`config.mk`:
```
export PLATFORM = sky130hd
export DESIGN_NAME = multicycle_ex_sequencer
export DESIGN_NICKNAME = d
export VERILOG_FILES = /design/src/rtl/multicycle_ex_sequencer_pkg.sv /design/src/rtl/multicycle_ex_sequencer_watchdog.sv /design/src/rtl/multicycle_ex_sequencer.sv
export SDC_FILE = /design/constraint.sdc
export NUM_CORES = 1
export LEC_CHECK = 0
export ABC_AREA = 0
export BUFFER_PORTS_ARGS = -buffer_cell sky130_fd_sc_hd__buf_2
export CAP_MARGIN = 30
export CORE_MARGIN = 2
export CORE_UTILIZATION = 53
export CTS_BUF_LIST = sky130_fd_sc_hd__clkbuf_8 sky130_fd_sc_hd__clkbuf_16
export DETAILED_ROUTE_END_ITERATION = 7
export PLACE_DENSITY_LB_ADDON = 0.15
export SYNTH_ARGS = -nofsm -noshare
export SYNTH_HDL_FRONTEND = slang
export SYNTH_SLANG_ARGS = --single-unit
```
`constraint.sdc`:
```
create_clock -name i_clk -period 2.3 [get_ports i_clk]
set_input_delay 0 -clock i_clk [delete_from_list [all_inputs] [get_ports i_clk]]
set_output_delay 0 -clock i_clk [all_outputs]
set_load 0.01 [all_outputs]
```
`src/rtl/multicycle_ex_sequencer_pkg.sv`:
```
// Purpose : shared state and unit encodings for the multi-cycle EX sequencer.
// Latency : n/a (types, constants and a combinational helper only).
// Backpressure: n/a.
package multicycle_ex_sequencer_pkg;

  typedef enum logic [1:0] {
    ST_IDLE     = 2'd0,
    ST_BUSY     = 2'd1,
    ST_COMPLETE = 2'd2
  } state_t;

  typedef enum logic [1:0] {
    UNIT_NONE = 2'b00,
    UNIT_M    = 2'b01,
    UNIT_A    = 2'b10,
    UNIT_FP   = 2'b11
  } unit_t;

  localparam int DEFAULT_TIMEOUT = 64;

  // Fixed priority M > A > FP; lower-priority flags are dropped.
  function automatic unit_t sel_unit(input logic is_md, input logic is_at, input logic is_fp);
    if (is_md)      return UNIT_M;
    else if (is_at) return UNIT_A;
    else if (is_fp) return UNIT_FP;
    else            return UNIT_NONE;
  endfunction

endpackage

```
`src/rtl/multicycle_ex_sequencer_watchdog.sv`:
```
// Purpose : saturating busy-cycle counter that flags when an op has run too long.
// Latency : o_expire is combinational from the count; count updates each clock.
// Backpressure: none; i_enable simply freezes the count.
// Ports:
//   i_clk, i_reset   core clock, async active-high reset
//   i_clear          force count to 0 (held while the sequencer is not busy)
//   i_enable         advance the count by one this cycle
//   o_expire         count has reached TIMEOUT_CYCLES-1
module exsq_watchdog #(
  parameter int TIMEOUT_CYCLES = 64,
  parameter int CNT_W          = 8
) (
  input  logic i_clk,
  input  logic i_reset,
  input  logic i_clear,
  input  logic i_enable,
  output logic o_expire
);

  localparam logic [CNT_W-1:0] LAST = CNT_W'(TIMEOUT_CYCLES - 1);

  logic [CNT_W-1:0] r_cnt;

  // Stops at LAST so a stuck op can never wrap the count back to zero.
  always_ff @(posedge i_clk or posedge i_reset) begin
    if (i_reset) begin
      r_cnt <= '0;
    end else if (i_clear) begin
      r_cnt <= '0;
    end else if (i_enable && (r_cnt != LAST)) begin
      r_cnt <= r_cnt + 1'b1;
    end
  end

  assign o_expire = (r_cnt == LAST);

endmodule

```
`src/rtl/multicycle_ex_sequencer.sv`:
```
// Purpose : issues one start to the M/A/FP unit for the op in ID/EX, freezes ID/EX and
//           EX/MEM plus the front end while it runs, releases for one cycle on completion.
// Latency : start is Mealy in the issue cycle; result_valid one cycle after done/timeout.
// Backpressure: the pipeline is held (hold_*/stall_front) for the whole op; flush cancels.
// Ports:
//   i_clk, i_reset                       core clock, async active-high reset
//   i_idex_valid, i_idex_is_mul_div,
//   i_idex_is_atomic, i_idex_fp_multicycle  ID/EX op qualifiers
//   i_flush                              branch/trap flush
//   i_mul_div_done, i_atomic_done, i_fpu_done  unit completion pulses
//   o_start_*                            1-cycle start pulse per unit
//   o_unit_abort                         cancel pulse to the active unit
//   o_hold_idex, o_hold_exmem, o_stall_front  pipeline freeze
//   o_result_valid                       result accepted this cycle
//   o_timeout_err                        sticky watchdog error
//   o_active_unit                        00 none, 01 M, 10 A, 11 FP
module multicycle_ex_sequencer
  import multicycle_ex_sequencer_pkg::*;
#(
  parameter int TIMEOUT_CYCLES = DEFAULT_TIMEOUT,
  parameter int CNT_W          = 8
) (
  input  logic       i_clk,
  input  logic       i_reset,
  input  logic       i_idex_valid,
  input  logic       i_idex_is_mul_div,
  input  logic       i_idex_is_atomic,
  input  logic       i_idex_fp_multicycle,
  input  logic       i_flush,
  input  logic       i_mul_div_done,
  input  logic       i_atomic_done,
  input  logic       i_fpu_done,
  output logic       o_start_mul_div,
  output logic       o_start_atomic,
  output logic       o_start_fpu,
  output logic       o_unit_abort,
  output logic       o_hold_idex,
  output logic       o_hold_exmem,
  output logic       o_stall_front,
  output logic       o_result_valid,
  output logic       o_timeout_err,
  output logic [1:0] o_active_unit
);

  state_t r_state;
  state_t w_next;
  unit_t  r_active_unit;
  logic   r_timeout_err;

  logic   w_issue;
  unit_t  w_sel;
  logic   w_done;
  logic   w_expire;
  logic   w_timeout;
  logic   w_busy;

  logic   w_start_md, w_start_at, w_start_fp;
  logic   w_abort, w_hold, w_result_valid;

  // Reset is folded into issue so the Mealy start path stays quiet while reset is held.
  assign w_issue = ~i_reset & i_idex_valid & ~i_flush &
                   (i_idex_is_mul_div | i_idex_is_atomic | i_idex_fp_multicycle);
  assign w_sel   = sel_unit(i_idex_is_mul_div, i_idex_is_atomic, i_idex_fp_multicycle);
  assign w_busy  = (r_state == ST_BUSY);

  // Only the latched unit's done is observed; strays from other units are dropped.
  always_comb begin
    w_done = 1'b0;
    case (r_active_unit)
      UNIT_M:  w_done = i_mul_div_done;
      UNIT_A:  w_done = i_atomic_done;
      UNIT_FP: w_done = i_fpu_done;
      default: w_done = 1'b0;
    endcase
  end

  exsq_watchdog #(
    .TIMEOUT_CYCLES (TIMEOUT_CYCLES),
    .CNT_W          (CNT_W)
  ) u_watchdog (
    .i_clk    (i_clk),
    .i_reset  (i_reset),
    .i_clear  (~w_busy),
    .i_enable (w_busy),
    .o_expire (w_expire)
  );

  // Done beats a coincident expiry; flush beats both.
  assign w_timeout = w_busy & w_expire & ~w_done & ~i_flush;

  // State register.
  always_ff @(posedge i_clk or posedge i_reset) begin
    if (i_reset) begin
      r_state <= ST_IDLE;
    end else begin
      r_state <= w_next;
    end
  end

  // Next-state logic.
  always_comb begin
    w_next = r_state;
    case (r_state)
      ST_IDLE: begin
        if (w_issue) w_next = ST_BUSY;
      end
      ST_BUSY: begin
        if (i_flush)                 w_next = ST_IDLE;
        else if (w_done || w_expire) w_next = ST_COMPLETE;
      end
      ST_COMPLETE: w_next = ST_IDLE;
      default:     w_next = ST_IDLE;
    endcase
  end

  // Output logic.
  always_comb begin
    w_start_md     = 1'b0;
    w_start_at     = 1'b0;
    w_start_fp     = 1'b0;
    w_abort        = 1'b0;
    w_hold         = 1'b0;
    w_result_valid = 1'b0;
    case (r_state)
      ST_IDLE: begin
        if (w_issue) begin
          w_start_md = (w_sel == UNIT_M);
          w_start_at = (w_sel == UNIT_A);
          w_start_fp = (w_sel == UNIT_FP);
          w_hold     = 1'b1;
        end
      end
      ST_BUSY: begin
        if (i_flush) begin
          w_abort = 1'b1;
        end else begin
          w_hold  = 1'b1;
          w_abort = w_timeout;
        end
      end
      // Result is accepted even after a timeout so the pipeline drains; never restart here.
      ST_COMPLETE: w_result_valid = ~i_flush;
      default: ;
    endcase
  end

  // Unit latch and sticky error.
  always_ff @(posedge i_clk or posedge i_reset) begin
    if (i_reset) begin
      r_active_unit <= UNIT_NONE;
      r_timeout_err <= 1'b0;
    end else begin
      if (r_state == ST_IDLE && w_issue) begin
        r_active_unit <= w_sel;
      end else if ((w_busy && i_flush) || r_state == ST_COMPLETE) begin
        r_active_unit <= UNIT_NONE;
      end
      if (w_timeout) begin
        r_timeout_err <= 1'b1;
      end
    end
  end

  assign o_start_mul_div = w_start_md;
  assign o_start_atomic  = w_start_at;
  assign o_start_fpu     = w_start_fp;
  assign o_unit_abort    = w_abort;
  assign o_hold_idex     = w_hold;
  assign o_hold_exmem    = w_hold;
  assign o_stall_front   = w_hold;
  assign o_result_valid  = w_result_valid;
  assign o_timeout_err   = r_timeout_err;
  assign o_active_unit   = r_active_unit;

endmodule

```
# Yosys cells after proc, flatten, opt, wreduce, memory -nomap -nowiden
# Index checks and enable logic that the tools add are counted.
totals:
  ff_bits: 13
  input_bits: 10
  out_inout_bits: 11
  elab_cells: 61
op_classes:
  addsub: 1
  n_eq_ne: 13
  muxes: 24
  bitwise_logic: 11
  n_reduce_logical: 8
ops:
  columns: ["op", "count"]
  rows:
  - ["$mux 2", 8]
  - ["$mux 8", 2]
  - ["$mux 1", 11]
  - ["$eq 2x2->1 const B", 5]
  - ["$add 8x1->8 const B", 1]
  - ["$eq 8x6->1 const B", 1]
  - ["$ne 8x6->1 const B", 1]
  - ["$and 1x1->1", 6]
  - ["$eq 2x1->1 const B", 3]
  - ["$ne 2x2->1 const B", 2]
  - ["$pmux 2 s2", 1]
  - ["$logic_and 1x1->1", 3]
  - ["$ne 3x3->1 const B", 1]
  - ["$not 1->1", 3]
  - ["$pmux 1 s3", 1]
  - ["$logic_not 2->1", 1]
  - ["$logic_or 1x1->1", 2]
  - ["$or 1x1->1", 2]
  - ["$pmux 1 s2", 1]
  - ["$reduce_and 2->1", 1]
  - ["$reduce_bool 2->1", 1]

# Depth between registers and ports, before layout
# Gate-level depths: netlist of run 1.
depth:
  word_depth: 7
  mapped_depth: 4
  ltp_nobuf: 4

# Modules after synthesis
# A second synthesis of run 1 with hierarchy kept.
unflattened:
  cells_unflattened: 82
  area_unflattened_um2: 835.8
modules_own_cells:
  columns: ["mod", "n_inst", "cells_each", "area_each_um2", "seq_area_each_um2"]
  rows:
  - ["exsq_watchdog", 1, 44, 470.5, 200.2]
  - ["multicycle_ex_sequencer", 1, 38, 365.4, 125.1]

# Least setup slack after synthesis of run 1
# OpenSTA, ideal clock, no wires.
synth_timing:
  path_type: "reg2out"
  start: "register r_state[0]"
  end: "output o_hold_idex"
  arrival_time_ps: 1482
  required_time_ps: 2300
  slack_ps: 818
  path_stages_with_launch: 5
  cell_sequence: "dfrtp_1 nor4_2 o311ai_0 o21ai_0 buf_4"
synth_between:
  elab_chain_len: 2
  elab_cells_between_ends: 3
  cone_classes: "eq/ne (1); mux (1); reduce/logical (1)"
synth_lines:
  columns: ["item", "line_no", "rtl"]
  rows:
  - ["start: declaration", "multicycle_ex_sequencer.sv:45", "state_t r_state;"]
  - ["start signal: assignment", "multicycle_ex_sequencer.sv:96", "r_state <= w_next;"]
  - ["$eq 2x1->1 / $logic_not 2->1 (equally long branches)", "multicycle_ex_sequencer.sv:124", "case (r_state)"]
  - ["$pmux 1 s2 *", "multicycle_ex_sequencer.sv:124", null]
  - ["end: declaration", "multicycle_ex_sequencer.sv:37", "output logic o_hold_idex,"]
# Mark *: on every way between the ends. The rest lies on a longest branch, timed or not.

# Worst setup path in the final report of run 1
layout_timing:
  start: "register r_state[0]"
  end: "output o_start_fpu"
layout_between:
  elab_chain_len: 2
layout_lines:
  columns: ["item", "line_no", "rtl"]
  rows:
  - ["$logic_not 2->1", "multicycle_ex_sequencer.sv:124", null]
  - ["$mux 1", "multicycle_ex_sequencer.sv:124", null]
  - ["end: declaration", "multicycle_ex_sequencer.sv:35", "output logic o_start_fpu,"]
# No other way between the ends.

==> impl_summary.txt, run 1 <==
----------------------------------------------------
[Status]
  Outcome ... finished, final reports clean

[Layout]
  Fraction of layout instances using a drive strength above 1 ... 29.3%
  Signed area change from the synthesized netlist to the final layout ... 18.9%
  Utilization after layout ... 68.4%
  Nets ... 111
  Most common cell after layout, fill and taps aside ... buf_2
  Count of placed standard cells in the final layout, fillers left out ... 114
  Antenna Cells ... 0
  Highest-count cells in the layout ignoring fill and taps ... buf_2, dfrtp_1, o21ai_0

[GRT]
  Vias in the first global route ... 652
  All-layer global routing usage ... 21.6%
  Largest net degree at the start of global routing ... 14
  Global route total overflow ... 0
  First-pass GRT wire length ... 2.91 mm
  Initial antenna violation count ... 0
  Met3 track utilization from global routing ... 3.02%
  GR Util met1 ... 29.8%
  Met2 track utilization from global routing ... 35.9%
  GRT busiest layer ... met2

[Pwr]
  Total power divided by cell area ... 618 mW/mm^2
  Static Leakage ... 0.000436 uW
  Worst IR Drop VDD ... 428 uV

[Synth]
  Number of synthesis warnings ... 0
  Top-area cell type share of the netlist area ... 42.4%
  Post-synthesis instance area ... 767 sq um
  Area contributors post-synth ... dfrtp_1, mux2i_1, o21ai_0, a21oi_1, a31oi_1
  Leading area contributor after synthesis ... dfrtp_1
  Mean instance size in the synthesized netlist ... 9.96 sq um
  Fraction of the yosys area taken by sequential cells ... 42.4%
  Post-synthesis sequential element count ... 13
  Synth Net Count ... 88
  Unique cell type count in the Yosys netlist ... 36
  Post-synthesis instance total ... 77

[Floorplanning]
  Overall die width ... 42.0 microns
  Num ports ... 21
  Row count ... 13
  Initial core utilization ... 57.5%
  Std-Cell Core Area ... 0.00133 sq mm
  Floorplan die area ... 0.00177 sq mm
  Die span in y ... 42.0 microns

[Route]
  Number of remaining DRC errors ... 0
  Vias ... 708
  Mean routed wirelength per cell ... 15.5 microns
  TritonRoute pass-1 iters ... 4
  Remaining antenna violation count after routing ... 0
  Detail-routed via count per cell ... 6.21
  Routed wire length ... 1.76 mm
  Initial DRC Count ... 17

[Timing]
  Number of endpoints failing setup at the final stage ... 0
  Post-route clock period utilization ... 80.9%
  Number of pins exceeding their max-slew limit in the final report ... 0
  Period minus WS final ... 1.86 ns
  Remaining max-slew budget at the tightest pin ... 66.3%
  Fmax ... 537 MHz
  Unrepaired setup endpoints after global routing ... no
  Worst-margin pin slew ... 0.505 ns
  Final hold violations ... 0
  Worst setup skew after layout ... 0.000481 ns
  Setup TNS ... 0 ns

[CTS]
  Maximum level of the CTS H-tree ... 1
  Count of clock tree sinks ... 13
  Root buffer cell ... clkbuf_8
  Clock Pin Slew Worst Setup and Hold Paths ... 0.06 ns
  CTS tree ... built
  Resized Gates After CTS ... 0
  Number of clock buffers inserted by TritonCTS ... 3
  CTS Buffer Depth ... 2
  Source-to-sink clock delay at the later pin of the worst-skew pair ... 0.24 ns
  Post-CTS setup buffer count ... 0
  Post-CTS Hold Fix Bufs ... 1

[Placement]
  Cell count after placement ... 109
  Count of port buffers added during placement ... 20
  Post-DP HPWL ... 1.25 mm
  RD Place Congestion ... 0.823

[Critical path]
  Kind of critical path ... flop to primary output
  Endpoint arrival time on the critical path ... 1.86 ns
  Number of cells traversed by the worst register-to-register path ... 4
  Number of logic stages on the critical path including buffering ... 4
  Cells along the critical path ... nor4_2, nand2_1, nor4b_1, buf_2
  Required time worst endpoint ... 2.30 ns
  Startpoint types ... flop
  Number of buffer and inverter stages on the critical path ... 1
  CP delay by family, top ... simple AND/OR/NAND/NOR gates
  Critical path peak fanout ... 6
  Crit path max-delay cell type ... nor4_2
  CP Capture Type ... primary output
  Biggest cell delay along the critical path ... 0.48 ns

[Hold path]
  Type of the worst min-delay path ... input pin to flop
  Number of instances on the worst hold path ... 2

[Flow run]
  Count of maximum capacitance violations ... 0

----------------------------------------------------
worst reg2reg max path, stage by stage, from the launching register on:
cell	delay [ns]
dfrtp_1	0.38
ha_1	0.23
and4_1	0.30
nand2_1	0.15
o41ai_1	0.32
layer usage:
layer / vias to the layer above / part of all wire, %
met5: - / 0
met4: 0 / 0.79
met3: 2 / 6.5
met2: 33 / 50
met1: 332 / 43
li1: 341 / -
final cells by class:
| cell class | instances | area [sq um] |
|---|---|---|
| fillers | 102 | 422 |
| multi-input cells | 58 | 402 |
| flip-flops and latches | 13 | 325 |
| repair buffers | 21 | 110 |
| clock buffers | 3 | 41.3 |
| well taps | 15 | 18.8 |
| inverters | 3 | 11.3 |
| clock inverters | 1 | 3.75 |
synth_stat cells (all sizes together):
cell	count
mux2i	3
buf	2
nor3b	2
and4	1
clkbuf	1
a21oi	5
a21boi	1
nand2b	3
and2	1
ha	1
or3b	1
nor4b	1
nor4	1
nand4	2
dfrtp	13
nor3	3
o211ai	2
nand4b	1
and4b	1
o2111a	1
nand3b	1
and3	3
o311ai	1
a31oi	3
inv	3
nor2b	1
o21ai	6
o41ai	2
nand2	4
nand3	3
o31ai	1
o21a	1
nor2	2
where the power goes:
part	switching, uW	internal, uW
Clock	83.7	118
Combinational	57.4	43.1
Sequential	17.2	244
logic make-up (layout without fill, tap and decap cells):
group                    after synthesis  after routing  synth area share (%)
adder cells (fa/ha/maj)                1              1                  1.63
buffers and inverters                  6             28                  5.22
multiplexers                           3              3                  3.92
AO/OA/AOI/OAI                         23             23                  19.4
flip-flops                            13             13                  42.4
AND/OR/NAND/NOR                       31             31                  27.4
final timing paths:
path | slack, ns | start | end
setup / recovery | 0.44 | r_state[0]$_DFFE_PP0P_ | o_start_fpu
hold / removal | 0.05 | i_flush | o_timeout_err$_DFFE_PP0P_
setup reg to reg | 0.82 | u_watchdog.r_cnt[0]$_DFFE_PP0P_ | o_timeout_err$_DFFE_PP0P_
hold reg to reg | 0.46 | o_timeout_err$_DFFE_PP0P_ | o_timeout_err$_DFFE_PP0P_
max in group asynchronous | 1.58 | i_reset | o_active_unit[0]$_DFFE_PP0P_
min in group asynchronous | 0.38 | i_reset | r_state[1]$_DFFE_PP0P_
through the flow:
step | hold WS (ns) | cell area [sq um] | total power (uW) | setup WS [ns]
2_1_floorplan | -0.123 | 767 | 330 | 0.818
3_3_place_gp | 0.0757 | 857 | 362 | 0.843
3_5_place_dp | 0.0833 | 857 | 365 | 0.751
4_1_cts | 0.0413 | 912 | 569 | 0.485
5_1_grt | 0.0687 | 912 | 588 | 0.280
6_report | 0.0484 | 912 | 564 | 0.440
registers in the layout, summed over array words and instances (netlist names):
register / flops
o_active_unit: 2
o_timeout_err: 1
r_state: 2
u_watchdog.r_cnt: 8
Note: power is estimated with default switching activity, not from simulation.
==> inputs of run 2 (changes only) <==
Settings changed: CORE_UTILIZATION 53 to 45.
Clock period 2.3 ns to 1.5 ns, I/O delays scaled along.
==> run 2 against run 1 <==
Against the previous run:
- the flow now finishes with violations (negative setup slack)
- sequential share of layout area fell by 3.7 points
- sequential power is 54% higher
- highest routed layer unchanged
- sequential cell count unchanged
==> impl_summary.txt, run 2 (synthesized netlist as in run 1, its figures left out) <==
----------------------------------------------------
[Hold path]
  Type of the worst min-delay path ... input pin to flop (unchanged)
  Number of instances on the worst hold path ... 2 (unchanged)

[Placement]
  RD Place Congestion ... 0.756 (was 0.823)
  Cell count after placement ... 112 (was 109)
  Count of port buffers added during placement ... 20 (unchanged)
  Post-DP HPWL ... 1.23 mm (was 1.25 mm)

[Route]
  Detail-routed via count per cell ... 6.24 (was 6.21)
  Vias ... 767 (was 708)
  Number of remaining DRC errors ... 0 (unchanged)
  Mean routed wirelength per cell ... 16.5 microns (was 15.5 microns)
  Remaining antenna violation count after routing ... 0 (unchanged)
  Initial DRC Count ... 26 (was 17)
  TritonRoute pass-1 iters ... 4 (unchanged)
  Routed wire length ... 2.04 mm (was 1.76 mm)

[GRT]
  Global route total overflow ... 0 (unchanged)
  First-pass GRT wire length ... 3.06 mm (was 2.91 mm)
  Largest net degree at the start of global routing ... 14 (unchanged)
  All-layer global routing usage ... 20.6% (was 21.6%)
  Initial antenna violation count ... 0 (unchanged)
  Vias in the first global route ... 712 (was 652)

[Layout]
  Fraction of layout instances using a drive strength above 1 ... 40.2% (was 29.3%)
  Most common cell after layout, fill and taps aside ... buf_2 (unchanged)
  Signed area change from the synthesized netlist to the final layout ... 32.8% (was 18.9%)
  Count of fill cells added during filler insertion ... 124 (was 102)
  Highest-count cells in the layout ignoring fill and taps ... buf_2, dfrtp_1, buf_4 (was buf_2, dfrtp_1, o21ai_0)
  Antenna Cells ... 0 (unchanged)
  Total area of sequential cells ... 325 sq um (unchanged)
  Flip-flop count of the largest register after layout ... 8 (unchanged)
  Count of placed standard cells in the final layout, fillers left out ... 123 (was 114)
  Reg with most FFs ... u_watchdog.r_cnt (unchanged)
  Nets ... 119 (was 111)
  Multi-input gate area in the final layout ... 447 sq um (was 402 sq um)

[Critical path]
  Critical path peak fanout ... 4 (was 6)
  Number of cells traversed by the worst register-to-register path ... 6 (was 4)
  Kind of critical path ... flop to primary output (unchanged)
  Biggest cell delay along the critical path ... 0.42 ns (was 0.48 ns)
  Startpoint types ... flop (unchanged)
  Endpoint arrival time on the critical path ... 1.53 ns (was 1.86 ns)
  CP Capture Type ... primary output (unchanged)
  Crit path max-delay cell type ... dfrtp_1 (was nor4_2)
  Cells along the critical path ... nor4_4, buf_4, nand2_2, nor4b_2, buf_2 (was nor4_2, nand2_1, nor4b_1, buf_2)
  Required time worst endpoint ... 1.50 ns (was 2.30 ns)

[Pwr]
  Worst IR Drop VDD ... 581 uV (was 428 uV)
  Total power after layout ... 899 uW (was 564 uW)
  Total power divided by cell area ... 883 mW/mm^2 (was 618 mW/mm^2)
  Static Leakage ... 0.000499 uW (was 0.000436 uW)

[Timing]
  Number of endpoints failing setup at the final stage ... 2 (was 0)
  Unrepaired setup endpoints after global routing ... yes (was no)
  Fmax ... 654 MHz
  Post-layout worst setup margin ... -0.0299 ns (was 0.440 ns)
  Remaining max-slew budget at the tightest pin ... 64.9% (was 66.3%)
  Post-route clock period utilization ... 102%
  Worst setup skew after layout ... 0.00294 ns (was 0.000481 ns)
  Worst-margin pin slew ... 0.526 ns (was 0.505 ns)
  Number of pins exceeding their max-slew limit in the final report ... 0 (unchanged)
  Period minus WS final ... 1.53 ns
  Final hold violations ... 0 (unchanged)
  Worst Hold Slack ... 0.0784 ns (was 0.0484 ns)

[Status]
  Violated checks ... negative setup slack
  Outcome ... complete, but fails checks (was finished, final reports clean)

[Floorplanning]
  Std-Cell Core Area ... 0.00156 sq mm (was 0.00133 sq mm)
  Die span in y ... 45.3 microns (was 42.0 microns)
  Floorplan die area ... 0.00205 sq mm (was 0.00177 sq mm)
  Overall die width ... 45.3 microns (was 42.0 microns)
  Num ports ... 21 (unchanged)
  Row count ... 14 (was 13)
  Initial core utilization ... 49.2% (was 57.5%)

[CTS]
  CTS Buffer Depth ... 2 (unchanged)
  Count of clock tree sinks ... 13 (unchanged)
  CTS tree ... built (unchanged)
  Source-to-sink clock delay at the later pin of the worst-skew pair ... 0.24 ns (about the same)
  Number of clock buffers inserted by TritonCTS ... 3 (unchanged)
  Clock Pin Slew Worst Setup and Hold Paths ... 0.06 ns (about the same)
  Maximum level of the CTS H-tree ... 1 (unchanged)
  Root buffer cell ... clkbuf_8 (unchanged)

[Flow run]
  Count of maximum capacitance violations ... 0 (unchanged)

----------------------------------------------------
## run 2: cell count changes in the layout (fill, tap and decap cells not counted), sizes merged
cell / change
buf: +8
## run 2: through the flow
stage | setup TNS, ns | area [sq um] | setup slack [ns] | util, %
floorplan | 0 | 767 | 0.0181 | -
global placement | 0 | 873 | 0.140 | 56.0
detailed placement | 0 | 873 | 0.0556 | 56.0
CTS | -0.117 | 982 | -0.0549 | 63.0
global route | -0.323 | 1020 | -0.105 | 65.3
finish | -0.0399 | 1020 | -0.0299 | 65.3
## run 2: worst paths after layout
| kind | startpoint | slack (ns) | endpoint |
|---|---|---|---|
| min | i_flush | 0.08 | o_timeout_err$_DFFE_PP0P_ |
| min in group asynchronous | i_reset | 0.38 | r_state[0]$_DFFE_PP0P_ |
| max | r_state[1]$_DFFE_PP0P_ | -0.03 | o_start_fpu |
| min reg2reg | o_timeout_err$_DFFE_PP0P_ | 0.47 | o_timeout_err$_DFFE_PP0P_ |
| max in group asynchronous | i_reset | 0.77 | u_watchdog.r_cnt[6]$_DFFE_PP0P_ |
| max reg2reg | u_watchdog.r_cnt[1]$_DFFE_PP0P_ | 0.12 | u_watchdog.r_cnt[6]$_DFFE_PP0P_ |
## run 2: routing by layer
layer	up-vias	routed length [microns]	global-route usage [%]
li1	358	-	-
met1	364	910	28.3
met2	39	970	32.9
met3	6	109	2.40
met4	0	44	8.24
met5	-	0	0
## run 2: layout make-up
cell class / instances / share of cell area (%)
multi-input combinational: 58 / 43.9
sequential: 13 / 31.9
timing repair buffer: 29 / 16.7
clock buffer: 3 / 4.05
tap: 16 / 1.97
inverter: 3 / 1.11
clock inverter: 1 / 0.369
## run 2: report_power, final
group	internal, uW	total, uW	switching [uW]
registers	375	403	28.1
logic	79.5	181	101
clock network	181	316	135
## run 2: repair_timing
action	4_1_cts	5_1_grt
setup endpoints to repair	6	7
pin swaps	2	1
endpoints found under the hold margin	13	0
hold buffers	1	0
resized for setup	8	3
buffers inserted	3	3
## run 2: critical path, delay by kind of cell, from the launching register on
family | cells | cell delay, ns
flops | 1 | 0.42
simple gates | 3 | 0.53
buf+inv | 2 | 0.33
